**config.mk**
```make
export PLATFORM = sky130hd
export DESIGN_NAME = tv_stream_sequencer
export DESIGN_NICKNAME = d
export VERILOG_FILES = /design/src/rtl/tv_stream_sequencer.sv
export SDC_FILE = /design/constraint.sdc
export NUM_CORES = 1
export LEC_CHECK = 0
export ABC_AREA = 0
export CAP_MARGIN = 30
export CORE_UTILIZATION = 45
export DETAILED_ROUTE_END_ITERATION = 16
export GPL_TIMING_DRIVEN = 0
export PLACE_DENSITY_LB_ADDON = 0.15
export SLEW_MARGIN = 10
export SYNTH_ARGS = -nofsm -noshare
export SYNTH_HDL_FRONTEND = slang
export SYNTH_SLANG_ARGS = --single-unit
```
**constraint.sdc**
```tcl
create_clock -name clk -period 2.8 [get_ports clk]
set_input_delay 0.56 -clock clk [delete_from_list [all_inputs] [get_ports clk]]
set_output_delay 0.56 -clock clk [all_outputs]
set_load 0.1 [all_outputs]
```
**src/rtl/tv_stream_sequencer.sv**
```systemverilog
// Streams one Dilithium operation's operands from the test-vector RAM into the core's
// valid/ready input port, walking the fixed per-mode segment list.

module tv_stream_sequencer #(
    parameter int SEC_LEVEL    = 2,
    parameter int W            = 32,
    parameter int MSG_LEN_SIZE = 15,
    parameter int ADDR_W       = 12
) (
    input  logic                    clk,
    input  logic                    rst_n,
    input  logic                    start,
    input  logic [1:0]              mode,
    input  logic [MSG_LEN_SIZE-1:0] msg_len,
    output logic                    busy,
    output logic                    done,
    output logic                    err,
    output logic                    mem_rd_en,
    output logic [ADDR_W-1:0]       mem_addr,
    input  logic [W-1:0]            mem_rd_data,
    output logic [W-1:0]            dout,
    output logic                    dout_valid,
    output logic                    dout_last,
    input  logic                    dout_ready
);

    function automatic int ceilWords(input int bits);
        return (bits + W - 1) / W;
    endfunction

    localparam int K        = (SEC_LEVEL == 2) ? 4 : (SEC_LEVEL == 3) ? 6 : 8;
    localparam int L        = (SEC_LEVEL == 2) ? 4 : (SEC_LEVEL == 3) ? 5 : 7;
    localparam int ETA_BITS = (SEC_LEVEL == 3) ? 4 : 3;
    localparam int Z_BITS   = (SEC_LEVEL == 2) ? 18 : 20;
    localparam int OMEGA    = (SEC_LEVEL == 2) ? 80 : (SEC_LEVEL == 3) ? 55 : 75;
    localparam int WLOG     = $clog2(W);

    localparam int SEED_WORDS = ceilWords(256);
    localparam int S1_WORDS   = ceilWords(L * 256 * ETA_BITS);
    localparam int S2_WORDS   = ceilWords(K * 256 * ETA_BITS);
    localparam int T0_WORDS   = ceilWords(K * 256 * 13);
    localparam int T1_WORDS   = ceilWords(K * 256 * 10);
    localparam int Z_WORDS    = ceilWords(L * 256 * Z_BITS);
    localparam int H_WORDS    = ceilWords((OMEGA + K) * 8);

    localparam logic [1:0] MODE_KEYGEN = 2'b00;
    localparam logic [1:0] MODE_SIGN   = 2'b10;
    localparam logic [1:0] MODE_VERIFY = 2'b01;
    localparam logic [1:0] MODE_BAD    = 2'b11;

    typedef enum logic [1:0] {S_IDLE, S_LEN, S_FETCH, S_FLUSH} state_t;

    // RAM segments only; the LEN word is generated internally and is not in this list.
    function automatic logic [15:0] segWords(input logic [1:0] m, input logic [2:0] idx,
                                             input logic [15:0] msgW);
        logic [15:0] n;
        n = 16'd0;
        case (m)
            MODE_SIGN: begin
                case (idx)
                    3'd0, 3'd1, 3'd2: n = 16'(SEED_WORDS);
                    3'd3:             n = 16'(S1_WORDS);
                    3'd4:             n = 16'(S2_WORDS);
                    3'd5:             n = 16'(T0_WORDS);
                    3'd6:             n = msgW;
                    default:          n = 16'd0;
                endcase
            end
            MODE_VERIFY: begin
                case (idx)
                    3'd0, 3'd2: n = 16'(SEED_WORDS);
                    3'd1:       n = 16'(T1_WORDS);
                    3'd3:       n = 16'(Z_WORDS);
                    3'd4:       n = 16'(H_WORDS);
                    3'd5:       n = msgW;
                    default:    n = 16'd0;
                endcase
            end
            default: n = (idx == 3'd0) ? 16'(SEED_WORDS) : 16'd0;
        endcase
        return n;
    endfunction

    state_t                  r_state;
    logic [1:0]              r_mode;
    logic [MSG_LEN_SIZE-1:0] r_msgLen;
    logic [15:0]             r_msgWords;
    logic [2:0]              r_nSeg;
    logic [2:0]              r_segIdx;
    logic [15:0]             r_segLeft;
    logic [ADDR_W-1:0]       r_addr;
    logic                    r_pend;
    logic                    r_pendLast;
    logic [W-1:0]            r_fifoData [3];
    logic                    r_fifoLast [3];
    logic [1:0]              r_count;
    logic                    r_busy;
    logic                    r_done;
    logic                    r_err;

    logic [15:0] w_msgWords;
    logic [2:0]  w_nSeg;
    logic        w_pop;
    logic        w_issue;
    logic        w_lenPush;
    logic        w_push;
    logic [W-1:0] w_pushData;
    logic        w_pushLast;
    logic        w_lastWord;
    logic [15:0] w_nextSegWords;
    logic [1:0]  w_wrIdx;

    assign w_msgWords = 16'((32'(msg_len) + 32'(W - 1)) >> WLOG);

    // An empty message drops the trailing MSG segment from the walk entirely.
    always_comb begin
        w_nSeg = 3'd1;
        case (mode)
            MODE_SIGN:   w_nSeg = (w_msgWords == 16'd0) ? 3'd6 : 3'd7;
            MODE_VERIFY: w_nSeg = (w_msgWords == 16'd0) ? 3'd5 : 3'd6;
            default:     w_nSeg = 3'd1;
        endcase
    end

    assign dout       = r_fifoData[0];
    assign dout_last  = r_fifoLast[0];
    assign dout_valid = (r_count != 2'd0);
    assign w_pop      = dout_valid & dout_ready;

    // Reads already in flight reserve FIFO slots, so the 3-entry buffer can never overflow.
    assign w_issue    = (r_state == S_FETCH) && (({1'b0, r_count} + {2'b0, r_pend}) <= 3'd2);
    assign w_lenPush  = (r_state == S_LEN);
    assign w_push     = w_lenPush | r_pend;
    assign w_pushData = w_lenPush ? W'(r_msgLen) : mem_rd_data;
    assign w_pushLast = w_lenPush ? 1'b0 : r_pendLast;
    assign w_wrIdx    = r_count - {1'b0, w_pop};

    assign w_lastWord     = (r_segLeft == 16'd1) && (r_segIdx == r_nSeg - 3'd1);
    assign w_nextSegWords = segWords(r_mode, r_segIdx + 3'd1, r_msgWords);

    assign mem_rd_en = w_issue;
    assign mem_addr  = r_addr;
    assign busy      = r_busy;
    assign done      = r_done;
    assign err       = r_err;

    always_ff @(posedge clk) begin
        if (!rst_n) begin
            r_state    <= S_IDLE;
            r_mode     <= MODE_KEYGEN;
            r_msgLen   <= '0;
            r_msgWords <= 16'd0;
            r_nSeg     <= 3'd0;
            r_segIdx   <= 3'd0;
            r_segLeft  <= 16'd0;
            r_addr     <= '0;
            r_pend     <= 1'b0;
            r_pendLast <= 1'b0;
            r_count    <= 2'd0;
            r_busy     <= 1'b0;
            r_done     <= 1'b0;
            r_err      <= 1'b0;
            for (int i = 0; i < 3; i++) begin
                r_fifoData[i] <= '0;
                r_fifoLast[i] <= 1'b0;
            end
        end else begin
            r_done <= 1'b0;
            r_err  <= 1'b0;

            if (w_pop) begin
                r_fifoData[0] <= r_fifoData[1];
                r_fifoData[1] <= r_fifoData[2];
                r_fifoLast[0] <= r_fifoLast[1];
                r_fifoLast[1] <= r_fifoLast[2];
            end
            if (w_push) begin
                r_fifoData[w_wrIdx] <= w_pushData;
                r_fifoLast[w_wrIdx] <= w_pushLast;
            end
            r_count <= r_count + {1'b0, w_push} - {1'b0, w_pop};

            r_pend <= w_issue;
            if (w_issue) begin
                r_pendLast <= w_lastWord;
                r_addr     <= r_addr + 1'b1;
            end

            case (r_state)
                S_IDLE: begin
                    if (start) begin
                        if (mode == MODE_BAD) begin
                            r_err <= 1'b1;
                        end else begin
                            r_mode     <= mode;
                            r_msgLen   <= msg_len;
                            r_msgWords <= w_msgWords;
                            r_nSeg     <= w_nSeg;
                            r_segIdx   <= 3'd0;
                            r_segLeft  <= segWords(mode, 3'd0, w_msgWords);
                            r_addr     <= '0;
                            r_busy     <= 1'b1;
                            r_state    <= (mode == MODE_KEYGEN) ? S_FETCH : S_LEN;
                        end
                    end
                end
                S_LEN: r_state <= S_FETCH;
                S_FETCH: begin
                    if (w_issue) begin
                        if (w_lastWord) begin
                            r_state <= S_FLUSH;
                        end else if (r_segLeft == 16'd1) begin
                            r_segIdx  <= r_segIdx + 3'd1;
                            r_segLeft <= w_nextSegWords;
                        end else begin
                            r_segLeft <= r_segLeft - 16'd1;
                        end
                    end
                end
                S_FLUSH: begin
                    if (w_pop && dout_last) begin
                        r_state <= S_IDLE;
                        r_busy  <= 1'b0;
                        r_done  <= 1'b1;
                    end
                end
                default: r_state <= S_IDLE;
            endcase
        end
    end

endmodule

```
# Word level (Yosys, flattened, before mapping)
# Memory sizes are Yosys's and may differ from the RTL's.
# Index checks and enable logic that the tools add are counted.
[word_totals]
regBits = 76
memories = 2
ramBits = 99
input_bits = 53
elab_cells = 133
output_inout_bits = 50
[op_classes]
eq_ne = 23
n_reduce_logical = 22
bitwise = 7
n_lt_le_gt_ge = 1
add_sub_neg = 9
mux = 55
[mem_list]
columns = ["name", "depth", "width", "rd", "rd_ports_with_merged_regs", "wr", "line_no", "rtl"]
rows = [
  ["r_fifoData", 3, 32, 3, 0, 3, "94", "logic [W-1:0] r_fifoData [3];"],
  ["r_fifoLast", 3, 1, 3, 0, 3, "95", "logic r_fifoLast [3];"],
]
[ops]
columns = ["op", "count"]
rows = [
  ["two-way mux 32 bit", 4],
  ["two-way mux 16 bit", 5],
  ["one-hot mux 16 bit (5 select lines)", 1],
  ["one-hot mux 16 bit (2 select lines)", 2],
  ["one-hot mux 16 bit (4 select lines)", 1],
  ["two-way mux 12 bit", 4],
  ["OR reduction 32 bit", 1],
  ["two-way mux 1 bit", 19],
  ["two-way mux 2 bit", 9],
  ["adder 15 x 5 -> 16 bit, second input constant", 1],
  ["== test 16 x 1 -> 1 bit, second input constant", 1],
  ["zero test 16 bit", 1],
  ["subtractor 16 x 1 -> 16 bit, second input constant", 1],
  ["two-way mux 3 bit", 5],
  ["adder 12 x 1 -> 12 bit, second input constant", 1],
  ["inequality test 2 bit, second input constant", 6],
  ["one-hot mux 3 bit (2 select lines)", 2],
  ["== test 2 bit, second input constant", 5],
  ["AND reduction 5 bit", 2],
  ["== test 3 bit, second input constant", 3],
  ["one-hot mux 2 bit (4 select lines)", 1],
  ["== test 2 x 1 -> 1 bit, second input constant", 3],
  ["== test 3 x 2 -> 1 bit, second input constant", 2],
  ["AND reduction 3 bit", 2],
  ["other kinds (24)", 35],
]

# Logic depth before layout (Yosys ltp)
# Gate-level depths: netlist of the first run.
[logic_depth]
depth_word = 9
depth_mapped = 12
ltp_nobuf = 10

# Least setup slack after synthesis of the first run
# Ideal clock, no wire load.
[synth_timing]
kind = "reg2reg"
start = "register r_count[1]"
end = "memory r_fifoData[0][0], enable pin"
required_time_ns = 2.239
path_stages_with_launch = 11
setup_time_ns = 0.561
arrival_ns = 3.063
setup_slack_ns = -0.823
synth_period_minus_slack_ns = 3.623
path_buffers = 1
cell_sequence = "dfxtp_1 -> inv_1 -> nand2_1 -> nand2_1 -> inv_1 -> ha_1 -> xor2_1 -> inv_1 -> nand3_1 -> clkbuf_1 -> nand3_1"
[synth_lines]
columns = ["item", "line_no", "rtl"]
rows = [
  ["start: declaration", "96", "logic [1:0] r_count;"],
  ["start signal: assignment", "181", "r_count <= r_count + {1'b0, w_push} - {1'b0, w_pop};"],
  ["end: declaration", "94", ""],
]

# Worst setup path in the final report of the first run
[layout_timing]
start = "register r_count[1]"
end = "output dout_valid"
[layout_via]
elab_chain_len = 1
[layout_rtl]
columns = ["item", "line_no", "rtl"]
rows = [
  ["nonzero test 2 bit", "127", "assign dout_valid = (r_count != 2'd0);"],
  ["end: declaration", "22", "output logic dout_valid,"],
]
# No other way between the ends.

==> results.tsv, run 1 <==
stage	metric	value	unit
run_status	status	completed	
clock_tree	maximum clock insertion buffer count	2	
layout	fillers	1504	
critical_path	crit path capture type	output pin	
sta	Max Slew Vio Count	0	
logic_synthesis	Yosys top cell by area	edfxtp_1	
clock_tree	Root Driver	clkbuf_16	
sta	WHS	459.4	ps
layout	nets@finish	1053	
power	Worst VDD drop	0.0007014	V
global_routing	largest net degree at the start of global routing	33	
routing	drt pass-1 iters	5	
sta	Tmin final	2730	ps
critical_path	CP required	2240	ps
layout	post-route design area	10280	um2
sta	worst rel slew slack	33.12	%
logic_synthesis	Seq/Total Area, Yosys	53.59	%
floorplan	std cell rows	48	
logic_synthesis	Post-Synthesis Cells	841	
logic_synthesis	synth top area cells	edfxtp_1 (35%), dfxtp_1 (18%), o21ai_0 (5.6%)	
clock_tree	total CTS buffers	17	
critical_path	Crit Path Class	register to output pin	
logic_synthesis	#FFs+latches synth	170	
logic_synthesis	Yosys top cell area share	35.40	%
critical_path	reg2reg start	r_count[1]	
layout	synthesis-to-layout area growth	26.23	%
sta	RSZ-0062 raised after global routing	true	
sta	fmax	0.3663	GHz
power	pwr dens	941.4	nW/um2
layout	Reg area	4364	um2
floorplan	Initial Util	46.60	%
layout	layout cells sized above 1	9.211	%
placed_design	GP Congestion	0.8853	
logic_synthesis	synthesized area	8144	um2
critical_path	critical path peak fanout	3	
power	Lkg Pwr	3.751	nW
worst_hold_path	HP Class	register to register	
logic_synthesis	Async SR Flop Fraction	0	%
sta	final setup fails	0	
logic_synthesis	ys flop type	edfxtp_1	
routing	WL per Instance	17.15	um
sta	Hold Vio Cnt, Final	0	
logic_synthesis	post-synthesis mux area share	2.873	%
floorplan	die area	18640	um2
clock_tree	Worst-Skew Late Latency	430	ps
logic_synthesis	Post-synth EDFFs	96	
sta	Worst Slack Setup Final	69.67	ps
routing	1st-iter DRT viols	491	
floorplan	Ports	103	
worst_hold_path	Hold Startpoint	r_msgLen[14]	
placed_design	Final HPWL DP	14710	um
critical_path	Data arrival, critical path	2170	ps
floorplan	core area	17480	um2
logic_synthesis	XOR/XNOR Fraction of Synth Area	3.180	%
layout	Final Util	58.82	%
global_routing	GR Overflow Total	0	
global_routing	All-Layer GR Usage	23.32	%
logic_synthesis	complex-gate fraction of the synthesized area	13.29	%
floorplan	die width	136.5	um
global_routing	vias in the first global route	6404	
placed_design	placed cell areas	9472	um2
logic_synthesis	Mean Syn Cell Area	9.684	um2
global_routing	first-pass GRT wire length	32980	um
clock_tree	Post-CTS Hold Fix Bufs	0	
sta	Least-Margin Pin Slew	1000	ps
layout	Multi-input gate area	3596	um2
clock_tree	clock-pin slew on the worst setup and hold paths	70	ps
placed_design	Port Buffers	102	
sta	Final period util	97.51	%
logic_synthesis	Adder-Cell Fraction of Synth Area	3.841	%
routing	vias after detailed routing	6670	
routing	ANT nets after route	0	
floorplan	die height	136.5	um
logic_synthesis	syn_nets	919	
placed_design	pre-CTS setup slack	-1043	ps
routing	routed wire length	20800	um
sta	clock skew	5.952	ps
logic_synthesis	Synth cell types	63	
logic_synthesis	largest family of logic cells by synthesized area	simple AND/OR/NAND/NOR gates	
clock_tree	CTS tree	built	
critical_path	crit path from	r_count[1]	
routing	vias per inst	5.499	
clock_tree	clk sink count	170	
clock_tree	CTS HTree Levels	4	
critical_path	Setup crit start kind	register	
routing	DRC viols	0	
logic_synthesis	Synth Area in Simple Gates	19.63	%
layout	ant diodes	0	
global_routing	initial antenna violation count	0	
run	max cap viols	0	
logic_synthesis	YS warnings	0	
## worst max-delay path: stages, from the launching register on
cell	delay, ps
dfxtp_1	380
inv_1	110
nand2_2	110
clkdlybuf4s50_1	1140
## synthesized netlist by cell type (all sizes together) (3+ instances only)
cell type and n:
edfxtp 96, o21ai 92, nand2 81, nand3 81, nor2 81, dfxtp 74, a21oi 46, clkbuf 40
inv 27, ha 25, nand2b 22, mux2i 20, xnor2 18, nor3 16, nand4 10, buf 9
xor2 9, a211oi 8, nor4 7, and2 6, nor2b 5, o22ai 5, a31oi 4, and3 4
o211ai 4, or3 4, or4 4, a211o 3, a22o 3, mux2 3, o21bai 3, o31ai 3
## worst paths after layout
check	depth (start not counted)	to	slack [ps]
max	3	dout_valid	70
min	2	r_msgLen[14]	460
max reg2reg	11	r_fifoData[0][0]	200
min reg2reg	2	r_msgLen[14]	460
## registers in the layout, indices dropped and copies added (netlist names), 2 cells and up
| name | count |
|---|---|
| r_fifoData | 96 |
| r_segLeft | 16 |
| r_msgLen | 15 |
| mem_addr | 12 |
| r_msgWords | 11 |
| r_fifoLast | 3 |
| r_nSeg | 3 |
| r_segIdx | 3 |
| r_count | 2 |
| r_mode | 2 |
| r_state | 2 |
## cell type report
type	instances	share of cell area [%]
Sequential cell	170	42.45
Multi-Input combinational cell	596	34.98
Timing Repair Buffer	114	11.02
Clock buffer	17	4.138
Tap cell	225	2.739
Buffer	48	2.008
Clock inverter	15	1.643
Inverter	28	1.022
## metal layers
metal / track usage [%] / routed length (um) / vias up
li1: - / - / 3288
met1: 31.13 / 9542 / 3169
met2: 38.49 / 9924 / 190
met3: 3.889 / 1039 / 23
met4: 7.469 / 295 / 0
met5: 0 / 0 / -
## kinds of logic after synthesis
kind of cell | Yosys count
muxes | 23
buffers and inverters | 77
and+or+nand+nor | 331
adders and majority gates | 25
AOI/OAI and AO/OA | 187
DFF | 170
xor gates and xnor gates | 28
## placed cells by master, fill, tap and decap left out, types with 4 or more instances in the layout
cell type | synthesis | final
xor2_1 | 9 | 9
nand2b_1 | 22 | 22
clkbuf_2 | 0 | 9
and2_1 | 6 | 6
a21oi_1 | 45 | 45
or3_1 | 4 | 4
nand2_1 | 81 | 78
mux2i_1 | 20 | 20
and3_1 | 4 | 4
inv_1 | 27 | 26
nand4_1 | 10 | 10
nor3_1 | 15 | 14
dfxtp_1 | 74 | 74
edfxtp_1 | 96 | 96
a31oi_1 | 4 | 4
nor4_1 | 6 | 6
clkbuf_1 | 40 | 26
buf_2 | 3 | 9
clkinv_4 | 0 | 4
o21ai_0 | 91 | 91
buf_4 | 0 | 10
o211ai_1 | 4 | 4
a211oi_1 | 8 | 8
ha_1 | 25 | 25
nand3_4 | 0 | 4
nor2_1 | 80 | 80
nor2b_1 | 5 | 5
nand3_1 | 81 | 78
clkdlybuf4s50_1 | 0 | 101
clkbuf_16 | 0 | 17
xnor2_1 | 18 | 18
o22ai_1 | 5 | 5
## stage by stage
stage	setup TNS, ps	power, mW	std cells
2_1_floorplan	-10990	6.245	841
5_1_grt	-51.48	10.11	1213
6_report	0	9.678	1213
4_1_cts	-70.97	9.636	1202
3_5_place_dp	-122100	7.202	1168
3_3_place_gp	-110890	7.152	1168
## where the power goes
group	switching, mW	total, mW	internal (mW)
clock	1.06	2.39	1.33
combinational	2.76	3.85	1.10
sequential	0.211	3.43	3.22
## repair_timing
action | 4_1_cts | 5_1_grt
setup endpoints to repair | 156 | 159
setup buffers | 0 | 11
cloned | 2 | 0
gates resized for setup | 25 | 20
pin swaps | 2 | 3
Power figures use the tool's default switching activity.
==> run 2: changes to the inputs <==
- CORE_UTILIZATION: 45 -> 25
==> run 2 against run 1 <==
  * Clock skew grew 12 ps
  * Sequential power about the same
  * Clock power about the same
  * Critical path type unchanged
==> results.tsv, run 2 (same netlist as run 1, synthesis figures left out) <==
stage	metric	value	unit	change
run_status	status	completed		
routing	vias per inst	4.583		-17%
critical_path	reg2reg start	r_count[1]		
clock_tree	CTS HTree Levels	4		unchanged
sta	Hold Vio Cnt, Final	0		unchanged
critical_path	crit path capture type	output pin		
layout	Largest register FFs	96		unchanged
layout	nets@finish	1045		-0.76%
power	Lkg Pwr	3.709	nW	-1.1%
sta	Final period util	98.37	%	+0.85 points
clock_tree	total CTS buffers	17		unchanged
sta	worst rel slew slack	29.88	%	-3.2 points
layout	synthesis-to-layout area growth	29.13	%	
global_routing	largest net degree at the start of global routing	33		unchanged
power	PnR Total Power	9.687	mW	about the same
sta	Max Slew Vio Count	0		unchanged
sta	Least-Margin Pin Slew	1049	ps	+48.53 ps
routing	routed wire length	22980	um	+10%
routing	DRC viols	0		unchanged
critical_path	CP required	2240	ps	about the same
layout	Largest Register	r_fifoData		
placed_design	GP Congestion	0.8577		-3.1%
floorplan	die height	182.5	um	+34%
critical_path	Setup crit start kind	register		
power	pwr dens	921.2	nW/um2	-2.2%
routing	1st-iter DRT viols	395		-20%
critical_path	crit path from	r_count[1]		
layout	most common cell after layout, fill and taps aside	clkdlybuf4s50_1		
layout	most frequent cells in the layout	clkdlybuf4s50_1 (101), edfxtp_1 (96), o21ai_0 (91), nor2_1 (80)		
sta	fmax	0.3631	GHz	-0.87%
placed_design	pre-CTS setup slack	-1220	ps	-177.9 ps
clock_tree	clock-pin slew on the worst setup and hold paths	70	ps	about the same
clock_tree	CTS tree	built		
layout	layout cells sized above 1	8.469	%	-0.74 points
run	max cap viols	0		unchanged
power	Worst VDD drop	0.0004071	V	-42%
sta	final setup fails	0		unchanged
sta	RSZ-0062 raised after global routing	true		
worst_hold_path	HP Class	register to register		
clock_tree	clk sink count	170		unchanged
critical_path	Crit Path Class	register to output pin		
clock_tree	maximum clock insertion buffer count	2		unchanged
routing	ANT nets after route	0		unchanged
sta	WHS	457.0	ps	-2.413 ps
global_routing	grt met1 use	18.33	%	-13 points
routing	drt pass-1 iters	4		-1
floorplan	Initial Util	25.61	%	-21 points
floorplan	std cell rows	65		+35%
floorplan	core area	31800	um2	+82%
worst_hold_path	Hold Startpoint	r_msgLen[6]		
clock_tree	Root Driver	clkbuf_16		
floorplan	die width	182.5	um	+34%
layout	ant diodes	0		unchanged
global_routing	grt peak-use layer	met2		
critical_path	critical path peak fanout	3		unchanged
sta	Worst Slack Setup Final	45.75	ps	-23.92 ps
global_routing	initial antenna violation count	0		unchanged
layout	Largest regs	r_fifoData (96), r_segLeft (16), r_msgLen (15)		
clock_tree	Post-CTS Hold Fix Bufs	0		unchanged
routing	WL per Instance	16.24	um	-5.3%
sta	Tmin final	2754	ps	+23.92 ps
global_routing	All-Layer GR Usage	14.17	%	-9.1 points
placed_design	Final HPWL DP	16720	um	+14%
global_routing	first-pass GRT wire length	36470	um	+11%
global_routing	met3 usage	2.694	%	-1.2 points
clock_tree	Worst-Skew Late Latency	430	ps	about the same
layout	Final Util	33.07	%	-26 points
floorplan	die area	33300	um2	+79%
global_routing	GR Overflow Total	0		unchanged
routing	vias after detailed routing	6485		-2.8%
placed_design	Port Buffers	102		unchanged
global_routing	M2 GR Usage	24.26	%	-14 points
floorplan	Ports	103		unchanged
sta	clock skew	17.88	ps	+11.93 ps
global_routing	vias in the first global route	6496		+1.4%
critical_path	Data arrival, critical path	2190	ps	+20 ps
-- run 2: changes by cell type in the layout (fill, tap and decap cells not counted), sizes merged --
cell      change
inv           +3
bufinv        -2
clkinv        -2
clkbuf        +4
clkinvlp      +1
buf          -12
-- run 2: where the power goes --
part,total (mW),switching (mW),internal [mW],leakage [nW]
logic,3.84,2.76,1.08,1.81
registers,3.44,0.221,3.22,1.61
clock network,2.41,1.19,1.22,0.293
-- run 2: per-layer routing --
layer / share of wire, % / up-vias
li1: - / 3273
met1: 47 / 3097
met2: 49 / 96
met3: 3.2 / 19
met4: 1.2 / 0
met5: 0 / -
-- run 2: cell type report --
cell class / count / area [um2]
Clock inverter: 15 / 182.7
Multi-Input combinational cell: 596 / 3602
Fill cell: 3293 / 21280
Clock buffer: 17 / 425.4
Sequential cell: 170 / 4365
Timing Repair Buffer: 105 / 1070
Buffer: 49 / 217.7
Inverter: 28 / 108.9
Tap cell: 435 / 544.3
-- run 2: critical path, stage by stage, from the launching register on --
cell and delay, ps:
dfxtp_1 400, inv_1 120, nand2_2 120, clkdlybuf4s50_1 1140
-- run 2: worst paths after layout --
path	slack, ps	to	depth (start not counted)
worst max-delay path	50	dout_valid	3
worst min-delay path	460	r_msgLen[6]	2
worst max register to register	210	r_fifoData[0][7]	12
worst min register to register	460	r_msgLen[6]	2
-- run 2: repair_timing --
item | in CTS | in global routing
resized for setup | 29 | 16
setup buffers | 1 | 1
hold endpoints to repair | 0 | 0
cloned | 2 | 0
pin swaps | 2 | 2
setup endpoints to repair | 156 | 162
-- run 2: per-stage QoR --
| step | instances | area [um2] | TNS (ps) |
|---|---|---|---|
| 2_1_floorplan | 841 | 8169 | -10990 |
| 3_3_place_gp | 1378 | 9734 | -130180 |
| 3_5_place_dp | 1378 | 9734 | -142950 |
| 4_1_cts | 1413 | 10440 | -867.0 |
| 5_1_grt | 1415 | 10520 | -120.6 |
| 6_report | 1415 | 10520 | 0 |
